$ cat src/rtl/usb_mem_arbiter.sv
// Round-robin arbiter between the AXI bridge and the host-controller DMA for the UHCI
// buffer-memory port, with burst locking, forced burst cut and tagged read return.
module usb_mem_arbiter #(
   parameter int ADDR_W    = 8,
   parameter int DATA_W    = 32,
   parameter int MAX_BURST = 4
) (
   input  logic              Clk_UHCI,
   input  logic              Rst_UHCI,
   input  logic              br_req,
   input  logic              br_we,
   input  logic [ADDR_W-1:0] br_addr,
   input  logic [DATA_W-1:0] br_wdata,
   output logic              br_gnt,
   output logic              br_rvalid,
   output logic [DATA_W-1:0] br_rdata,
   input  logic              hc_req,
   input  logic              hc_we,
   input  logic              hc_last,
   input  logic [ADDR_W-1:0] hc_addr,
   input  logic [DATA_W-1:0] hc_wdata,
   output logic              hc_gnt,
   output logic              hc_rvalid,
   output logic [DATA_W-1:0] hc_rdata,
   output logic              mem_en,
   output logic              mem_we,
   output logic [ADDR_W-1:0] mem_addr,
   output logic [DATA_W-1:0] mem_wdata,
   input  logic [DATA_W-1:0] mem_rdata,
   output logic              busy,
   output logic              burst_cut
);

   typedef enum logic {IDLE, HC_LOCK} state_t;

   localparam logic [3:0] MAX_CNT = 4'(MAX_BURST);

   state_t            state_q, state_d;
   logic              prio_q, prio_d;
   logic [3:0]        cnt_q, cnt_d;
   logic [3:0]        cnt_inc;
   logic              cut_d, burst_cut_q;
   logic              br_gnt_c, hc_gnt_c, gnt_any, we_sel;
   logic              mem_en_q, mem_we_q;
   logic [ADDR_W-1:0] mem_addr_q;
   logic [DATA_W-1:0] mem_wdata_q;
   logic              rd1_q, own1_q, rd2_q, own2_q;
   logic              busy_q;

   always_comb begin
      state_d  = state_q;
      prio_d   = prio_q;
      cnt_d    = cnt_q;
      cut_d    = 1'b0;
      br_gnt_c = 1'b0;
      hc_gnt_c = 1'b0;
      cnt_inc  = cnt_q + 4'd1;
      if (state_q == IDLE) begin
         if (br_req && (!hc_req || !prio_q)) begin
            br_gnt_c = 1'b1;
            prio_d   = 1'b1;
         end else if (hc_req) begin
            hc_gnt_c = 1'b1;
            if (hc_last || MAX_BURST == 1) begin
               prio_d = 1'b0;
            end else begin
               state_d = HC_LOCK;
               cnt_d   = 4'd1;
            end
         end
      end else begin
         // While locked the bridge is shut out; any hole, last beat or full burst unlocks.
         if (hc_req) begin
            hc_gnt_c = 1'b1;
            cnt_d    = cnt_inc;
            if (hc_last || cnt_inc == MAX_CNT) begin
               state_d = IDLE;
               prio_d  = 1'b0;
               cnt_d   = 4'd0;
               cut_d   = !hc_last;
            end
         end else begin
            state_d = IDLE;
            prio_d  = 1'b0;
            cnt_d   = 4'd0;
         end
      end
   end

   assign gnt_any = br_gnt_c | hc_gnt_c;
   assign we_sel  = br_gnt_c ? br_we : hc_we;

   always_ff @(posedge Clk_UHCI or negedge Rst_UHCI) begin
      if (!Rst_UHCI) begin
         state_q     <= IDLE;
         prio_q      <= 1'b0;
         cnt_q       <= 4'd0;
         burst_cut_q <= 1'b0;
         mem_en_q    <= 1'b0;
         mem_we_q    <= 1'b0;
         mem_addr_q  <= '0;
         mem_wdata_q <= '0;
         rd1_q       <= 1'b0;
         own1_q      <= 1'b0;
         rd2_q       <= 1'b0;
         own2_q      <= 1'b0;
         busy_q      <= 1'b0;
      end else begin
         state_q     <= state_d;
         prio_q      <= prio_d;
         cnt_q       <= cnt_d;
         burst_cut_q <= cut_d;
         mem_en_q    <= gnt_any;
         mem_we_q    <= gnt_any & we_sel;
         if (gnt_any) begin
            mem_addr_q  <= br_gnt_c ? br_addr  : hc_addr;
            mem_wdata_q <= br_gnt_c ? br_wdata : hc_wdata;
         end
         // Owner tag rides two stages so it lines up with mem_rdata.
         rd1_q  <= gnt_any & ~we_sel;
         own1_q <= hc_gnt_c;
         rd2_q  <= rd1_q;
         own2_q <= own1_q;
         busy_q <= gnt_any | rd1_q;
      end
   end

   assign br_gnt    = br_gnt_c & Rst_UHCI;
   assign hc_gnt    = hc_gnt_c & Rst_UHCI;
   assign br_rvalid = rd2_q & ~own2_q;
   assign hc_rvalid = rd2_q & own2_q;
   assign br_rdata  = br_rvalid ? mem_rdata : '0;
   assign hc_rdata  = hc_rvalid ? mem_rdata : '0;
   assign mem_en    = mem_en_q;
   assign mem_we    = mem_we_q;
   assign mem_addr  = mem_addr_q;
   assign mem_wdata = mem_wdata_q;
   assign busy      = busy_q;
   assign burst_cut = burst_cut_q;

endmodule

$ cat config.mk
export PLATFORM = sky130hd
export DESIGN_NAME = usb_mem_arbiter
export DESIGN_NICKNAME = d
export VERILOG_FILES = /design/src/rtl/usb_mem_arbiter.sv
export SDC_FILE = /design/constraint.sdc
export NUM_CORES = 1
export LEC_CHECK = 0
export ABC_AREA = 0
export BUFFER_PORTS_ARGS = -buffer_cell sky130_fd_sc_hd__buf_2
export CAP_MARGIN = 10
export CORE_MARGIN = 10
export CORE_UTILIZATION = 41
export DETAILED_ROUTE_END_ITERATION = 12
export PLACE_DENSITY = 0.85
export SLEW_MARGIN = 40
export SYNTH_ARGS = -nofsm -noshare
export SYNTH_HDL_FRONTEND = slang
export SYNTH_SLANG_ARGS = --single-unit
$ cat constraint.sdc
create_clock -name Clk_UHCI -period 2.1 [get_ports Clk_UHCI]
set_input_delay 0.42 -clock Clk_UHCI [delete_from_list [all_inputs] [get_ports Clk_UHCI]]
set_output_delay 0.42 -clock Clk_UHCI [all_outputs]
set_load 0.1 [all_outputs]
# Yosys cells after proc, flatten, opt, wreduce, memory -nomap -nowiden
# Cells that the tools add are included.
[classes]
n_bitwise = 10
n_reduce_logical = 11
n_addsub = 1
n_eq_ne = 4
mux = 31
[ops]
columns = ["op", "n"]
rows = [
  ["32-bit 2-to-1 mux", 3],
  ["4-bit 2-to-1 mux", 6],
  ["1-bit 2-to-1 mux", 21],
  ["8-bit 2-to-1 mux", 1],
  ["1-bit bitwise AND", 6],
  ["3-bit AND reduction", 2],
  ["3-bit nonzero test", 2],
  ["4-bit by 1-bit adder with 4-bit output (second input constant)", 1],
  ["4-bit by 3-bit equality test with 1-bit output (second input constant)", 1],
  ["1-bit logical NOT", 3],
  ["3-bit by 2-bit != test with 1-bit output (second input constant)", 1],
  ["1-bit logical OR", 2],
  ["2-bit by 1-bit != test with 1-bit output (second input constant)", 1],
  ["2-bit != test (second input constant)", 1],
  ["1-bit inverter", 2],
  ["1-bit OR", 2],
  ["2-bit nonzero test", 1],
  ["1-bit logical AND", 1],
]
[totals]
output_inout_bits = 112
regBits = 54
word_cells = 70
inputBits = 119

# Logic depth before layout (Yosys ltp)
# Gate-level depths: netlist of the first run.
[depth]
ltp_word = 8
depth_mapped = 6

# Worst setup path before layout of the first run
# Ideal clock, no wire load.
[synth_path]
path_type = "input to output"
start = "in hc_req"
end = "out br_gnt"
n_path_buf = 3
arrival_ns = 2.211
path_stages = 6
path_slack_ns = -0.531
t_required_ns = 1.680
path_cell_list = "buf_6 > nand2_4 > nand3b_4 > buf_6 > buf_6 > nor2_1"
[synth_between]
elab_chain_len = 6
[synth_lines]
columns = ["element", "line", "source"]
rows = [
  ["start, declared", "17", "input logic hc_req,"],
  ["1-bit logical NOT", "59", "if (br_req && (!hc_req || !prio_q)) begin"],
  ["1-bit logical OR", "59", ""],
  ["1-bit logical AND", "59", ""],
  ["1-bit 2-to-1 mux", "59", ""],
  ["1-bit 2-to-1 mux", "58", "if (state_q == IDLE) begin"],
  ["1-bit bitwise AND", "128", "assign br_gnt = br_gnt_c & Rst_UHCI;"],
  ["end, declared", "14", "output logic br_gnt,"],
]
# No other way between the ends.

# Worst setup path in the final report of the first run
[layout_path]
start = "reg own2_q"
end = "out br_rdata[11]"
[layout_between]
elab_chain_len = 3
[layout_lines]
columns = ["element", "line", "source"]
rows = [
  ["start, declared", "47", "logic rd1_q, own1_q, rd2_q, own2_q;"],
  ["start signal, assigned", "123", "own2_q <= own1_q;"],
  ["1-bit inverter", "130", "assign br_rvalid = rd2_q & ~own2_q;"],
  ["1-bit bitwise AND", "130", ""],
  ["32-bit 2-to-1 mux", "132", "assign br_rdata = br_rvalid ? mem_rdata : '0;"],
  ["end, declared", "16", "output logic [DATA_W-1:0] br_rdata,"],
]
# No other way between the ends.

==> summary.md, run 1 <==
| Metric | Value |
|---|---|
| Seq/Total Area, Yosys | `0.419` |
| R2r setup slk | `0.42 ns` |
| DRC Markers | `0` |
| RSZ-0062 raised after global routing | `false` |
| Status | `finished clean` |
| GR Overflow Total | `0` |
| Net Sw Frac | `0.536` |
| Reg-to-Reg End | `prio_q` |
| Crit Path Max Fanout | `33` |
| Yosys cell types | `37` |
| Mean Syn Cell Area | `12.1 um2` |
| CP Cell Sequence | `nor2b_1, buf_4, and2_1, buf_12` |
| GP Congestion | `0.858` |
| Number of CTS-inserted buffers | `5` |
| Worst setup SP type | `register` |
| Synth Instances | `266` |
| Hold Path Class | `in -> async` |
| Total clock sinks | `54` |
| Final setup TNS | `0 ns` |
| Wirelength per Cell | `22.9 um` |
| Setup Fix Bufs, Post-CTS | `0` |
| First-pass GRT wire length | `19700 um` |
| WL final | `13900 um` |
| Non-Filler Instances | `606` |
| Synth top area cells | `dfrtp_1, mux2_2, mux2_4` |
| Leak | `2.82 nW` |
| Crit. End Element | `primary output` |
| Via density | `5.06` |
| Largest delay share family, worst path | `buffers and inverters` |
| Slew HR | `0.651` |
| Share of layout cells above drive strength 1 | `0.690` |
| PortBufs | `230` |
| Initial DRC count | `121` |
| Largest net degree at the start of global routing | `34` |
| CTS tree | `built` |
| Fin. Hold Viols | `0` |
| Routed Antenna Nets | `0` |
| Required @ worst endpoint | `1.68 ns` |
| H-Tree Level Count | `2` |
| Worst Skew | `0.00997 ns` |
| Primary FF master, synth | `dfrtp_1` |
| Tot GR Track Use | `0.216` |
| CP Class | `reg -> out` |
| Slowest stage delay, CP | `0.39 ns` |
| Worst-margin pin slew | `0.519 ns` |
| F_max | `0.505 GHz` |
| Die area | `11800 um2` |
| Detailed Routing Iterations Pass 1 | `4` |
| Antenna violations before repair | `5` |
| Nets | `614` |
| Arrival time worst endpoint | `1.56 ns` |
| Rows | `32` |
| Count leader, synth | `mux2_2` |
| Die W | `109 um` |
| Mapped cell area | `3230 um2` |
| Sw power | `2.68 mW` |
| Tmin final | `1.98 ns` |
| Clock power share | `0.122` |
| Hold_buf cts | `0` |
| Total of max-cap violations | `0` |
| CTS Root Cell | `clkbuf_8` |
| Ys async rst share | `1.00` |
| Buf+Inv Stages, Crit Path | `2` |
| Area share of the largest cell type after synthesis | `0.419` |
| DR vias | `3067` |
| Worst VDD drop | `0.548 mV` |
| Slowest stage cell, crit path | `dfrtp_1` |
| # resized after CTS | `0` |
| Setup violators final | `0` |
| Reg power frac | `0.266` |
| Reg2Reg Launch Point | `cnt_q[0]` |
| Num ports | `231` |
| Post-synth EDFFs | `0` |
| Tcrit/Tclk final | `0.942` |
| Core ar. | `7690 um2` |
| Comb power frac | `0.612` |
| Die height | `109 um` |
| Clock slew seen by the registers of the worst setup and hold paths | `0.11 ns` |
| P_int | `2.31 mW` |
| Fillers | `502` |
| Vias in the first global route | `3429` |
| Worst-Skew Late Latency | `0.31 ns` |
| Area grow syn2layout | `73.6%` |
| Initial cell density of the core | `0.420` |
| DP Wirelength | `11400 um` |
| Top cells by instance count after synthesis | `mux2_2, dfrtp_1, and2_1, and3_1, mux2_4` |
| Pwr dens | `890 nW/um2` |
| Max-slew violation count | `0` |
| Largest area contributor in the synthesized netlist | `dfrtp_1` |
| Number of synthesized register bits | `54` |
| CTS max path bufs | `2` |
| Syn nets | `387` |
| Worst reg-to-reg path cell count | `4` |
| Cell Count Post-Placement | `588` |
| Synthesis Warnings | `0` |
==> through the flow <==
stage | setup slack (ns) | total power [mW] | cell area [um2] | utilization | hold WS (ns)
after floorplan | -0.0579 | 3.59 | 3250 | - | 0.124
after global placement | 0.441 | 4.32 | 5490 | 0.714 | 0.331
after detailed placement | 0.432 | 4.40 | 5490 | 0.714 | 0.336
after CTS | 0.111 | 5.02 | 5580 | 0.726 | 0.121
after global routing | 0.0539 | 5.16 | 5590 | 0.727 | 0.135
final | 0.121 | 4.99 | 5600 | 0.729 | 0.115
==> worst max-delay path by stage <==
stage	end	cells after the start	startpoint
detailed placement	hc_gnt	5	hc_req
finish	br_rdata[11]	4	own2_q
floorplan	br_gnt	6	hc_req
global route	br_rdata[13]	4	own2_q
CTS	br_rdata[13]	4	own2_q
global placement	hc_gnt	5	hc_req
==> logic make-up after synthesis <==
family | synth area share
AO/OA/AOI/OAI | 0.0314
AND/OR/NAND/NOR | 0.178
adder cells (fa/ha/maj) | 0.00775
multiplexers | 0.313
flip-flops | 0.419
XOR/XNOR | 0.00271
buffers and inverters | 0.0484
==> power groups by stage <==
| stage | logic, mW | clock network, mW | registers (mW) |
|---|---|---|---|
| final | 3.05 | 0.610 | 1.33 |
| after floorplan | 1.16 | 0 | 2.43 |
| after CTS | 3.06 | 0.632 | 1.33 |
| after detailed placement | 3.06 | 0 | 1.35 |
| after global placement | 3.00 | 0 | 1.32 |
| after global routing | 3.14 | 0.669 | 1.35 |
==> cell type report <==
| class | count | area, um2 | share of cell area |
|---|---|---|---|
| clock inverter | 3 | 25.0 | 0.00447 |
| timing repair buffer | 240 | 2250 | 0.401 |
| sequential | 54 | 1350 | 0.241 |
| inverter | 4 | 15.0 | 0.00268 |
| clock buffer | 5 | 68.8 | 0.0123 |
| multi-input combinational | 188 | 1740 | 0.311 |
| antenna | 10 | 25.0 | 0.00447 |
| tap | 102 | 128 | 0.0228 |
==> worst reg2reg max path, delay by kind of cell (launching register included) <==
| family | cells | cell delay, ns |
|---|---|---|
| simple gates | 1 | 0.50 |
| flops | 1 | 0.47 |
| fa+ha+maj | 1 | 0.24 |
| compound gates | 2 | 0.34 |
==> layout by cell type (no fill, tap or decap), types with 2 or more instances in the layout <==
cell	instances
buf_2	162
buf_12	68
mux2_2	56
dfrtp_1	54
and3_1	32
and2_1	26
mux2_4	24
diode_2	10
buf_4	10
and2_4	7
nand2b_1	5
clkbuf_8	5
inv_1	4
nand2_1	3
a21oi_1	3
and2_2	2
mux2i_1	2
and3b_1	2
o21ai_0	2
a31oi_1	2
ha_1	2
==> metal layers <==
layer / routed length [um] / GRT usage
met3: 1250 / 0.0755
met1: 4500 / 0.205
met4: 331 / 0.0603
met5: 0 / 0
met2: 7770 / 0.424
==> sequential cells by signal, summed over array words and instances (netlist names) <==
signal / flops
rd2_q: 1
state_q: 1
mem_en: 1
mem_wdata: 32
own2_q: 1
rd1_q: 1
prio_q: 1
mem_addr: 8
cnt_q: 4
mem_we: 1
burst_cut: 1
busy: 1
own1_q: 1
No activity file was read; power rests on OpenSTA's default activity.
==> run 2: changes to the inputs <==
--- a/config.mk
+++ b/config.mk
@@ -9,9 +9,10 @@
 export BUFFER_PORTS_ARGS = -buffer_cell sky130_fd_sc_hd__buf_2
 export CAP_MARGIN = 10
 export CORE_MARGIN = 10
-export CORE_UTILIZATION = 41
+export CORE_UTILIZATION = 28
 export DETAILED_ROUTE_END_ITERATION = 12
-export PLACE_DENSITY = 0.85
+export PLACE_DENSITY = 0.64
+export RECOVER_POWER = 50
 export SLEW_MARGIN = 40
 export SYNTH_ARGS = -nofsm -noshare
 export SYNTH_HDL_FRONTEND = slang
==> summary.md, run 2 (synthesized netlist as in run 1, its figures left out) <==
| Metric | Value |
|---|---|
| Hold Path Class | `in -> reg` |
| Buf+Inv Stages, Crit Path | `4` |
| Non-Filler Instances | `636` |
| F_max | `0.503 GHz` |
| Hold_buf cts | `1` |
| Worst setup path startpoint | `Rst_UHCI` |
| GP Congestion | `0.790` |
| Area grow syn2layout | `75.9%` |
| CP Class | `in -> out` |
| Vias in the first global route | `3235` |
| First-pass GRT wire length | `17800 um` |
| Multi-input logic area | `1720 um2` |
| PortBufs | `230` |
| Tcrit/Tclk final | `0.946` |
| Reg2Reg Launch Point | `state_q` |
| Worst-Skew Late Latency | `0.29 ns` |
| Slew HR | `0.527` |
| Hold endpoint | `mem_wdata[8]` |
| Initial cell density of the core | `0.284` |
| Crit Path Max Fanout | `7` |
| Largest register FFs | `32` |
| DR vias | `2957` |
| Share of layout cells above drive strength 1 | `0.671` |
| Die W | `127 um` |
| Diode count | `0` |
| GR Overflow Total | `0` |
| CP Cell Sequence | `dlygate4sd3_1, buf_2, inv_1, nor2_2, buf_12` |
| Fillers | `1027` |
| Worst-margin pin slew | `0.709 ns` |
| DRC Markers | `0` |
| Hold path depth | `2` |
| Slowest stage delay, CP | `0.54 ns` |
| Detailed Routing Iterations Pass 1 | `4` |
| Commonest non-fill, non-tap cell in the layout | `buf_2` |
| Largest net degree at the start of global routing | `51` |
| Slowest stage cell, crit path | `dlygate4sd3_1` |
| Fin. Hold Viols | `0` |
| Tmin final | `1.99 ns` |
| DP Wirelength | `9800 um` |
| Reg area | `1350 um2` |
| Most frequent cells in the layout | `buf_2, buf_12, mux2_2` |
| Leak | `2.82 nW` |
| Core ar. | `11400 um2` |
| CTS max path bufs | `2` |
| Wirelength per Cell | `18.2 um` |
| Hold wc startpoint | `br_wdata[8]` |
| Rows | `39` |
| Final Instance Area | `5680 um2` |
| Die area | `16200 um2` |
| Clock slew seen by the registers of the worst setup and hold paths | `0.07 ns` |
| Status | `finished clean` |
| H-Tree Level Count | `2` |
| Tot GR Track Use | `0.133` |
| Num ports | `231` |
| Worst Skew | `0.00763 ns` |
| Nets | `613` |
| Crit. End Element | `primary output` |
| CTS tree | `built` |
| Required @ worst endpoint | `1.68 ns` |
| Setup violators final | `0` |
| Pwr dens | `929 nW/um2` |
| Initial DRC count | `70` |
| Worst VDD drop | `0.537 mV` |
| Cell Count Post-Placement | `627` |
| RSZ-0062 raised after global routing | `false` |
| # resized after CTS | `0` |
| DP Area | `5530 um2` |
| Arrival time worst endpoint | `1.57 ns` |
| Reg-to-Reg End | `mem_addr[0]` |
| Antenna violations before repair | `0` |
| WL final | `11600 um` |
| R2r setup slk | `0.27 ns` |
| Die height | `127 um` |
| Largest delay share family, worst path | `buffers and inverters` |
| Total of max-cap violations | `0` |
| Total clock sinks | `54` |
| Number of CTS-inserted buffers | `5` |
| CTS Root Cell | `clkbuf_16` |
| Via density | `4.65` |
| Routed Antenna Nets | `0` |
| Max-slew violation count | `0` |
| Worst setup SP type | `primary input` |
| Worst reg-to-reg path cell count | `3` |
| Setup Fix Bufs, Post-CTS | `0` |
run 2: metrics by stage:
step	util	total power [mW]	worst slack, ns	hold slack [ns]	TNS [ns]
after CTS	0.503	5.36	0.116	0.345	0
after global routing	0.499	5.48	0.0560	0.334	0
after global placement	0.487	4.34	0.407	0.253	0
final	0.499	5.27	0.112	0.339	0
after detailed placement	0.487	4.38	0.348	0.252	0
after floorplan	-	3.59	-0.0579	0.124	-0.171
run 2: how the worst max path moves through the flow:
stage                                to  slack (ns)  cells after the start
after floorplan                  br_gnt       -0.06                      6
after global placement      mem_addr[7]        0.41                      4
after detailed placement  mem_wdata[21]        0.35                      4
after CTS                        br_gnt        0.12                      5
after global routing             br_gnt        0.06                      5
final                            br_gnt        0.11                      5
run 2: routing by layer:
metal	wire length (um)	vias to the layer above	GRT usage
met4	89	0	0.0228
li1	-	1387	-
met3	1070	6	0.0488
met1	4310	1414	0.136
met5	0	-	0
met2	6120	150	0.252
run 2: cell type report:
cell class	count	area share
Clock inverter	3	0.00838
Tap cell	143	0.0315
Timing Repair Buffer	239	0.395
Multi-Input combinational cell	188	0.303
Inverter	4	0.00264
Sequential cell	54	0.238
Clock buffer	5	0.0220
run 2: worst reg2reg max path, cell delays in order (launching register included):
cell	delay, ns
dfrtp_1	0.46
nand3b_4	0.24
clkbuf_4	0.57
mux2_2	0.45
run 2: report_power, final:
part	internal [mW]	switching, mW
combinational	0.828	2.15
sequential	1.22	0.115
clock	0.572	0.394
total	2.62	2.66
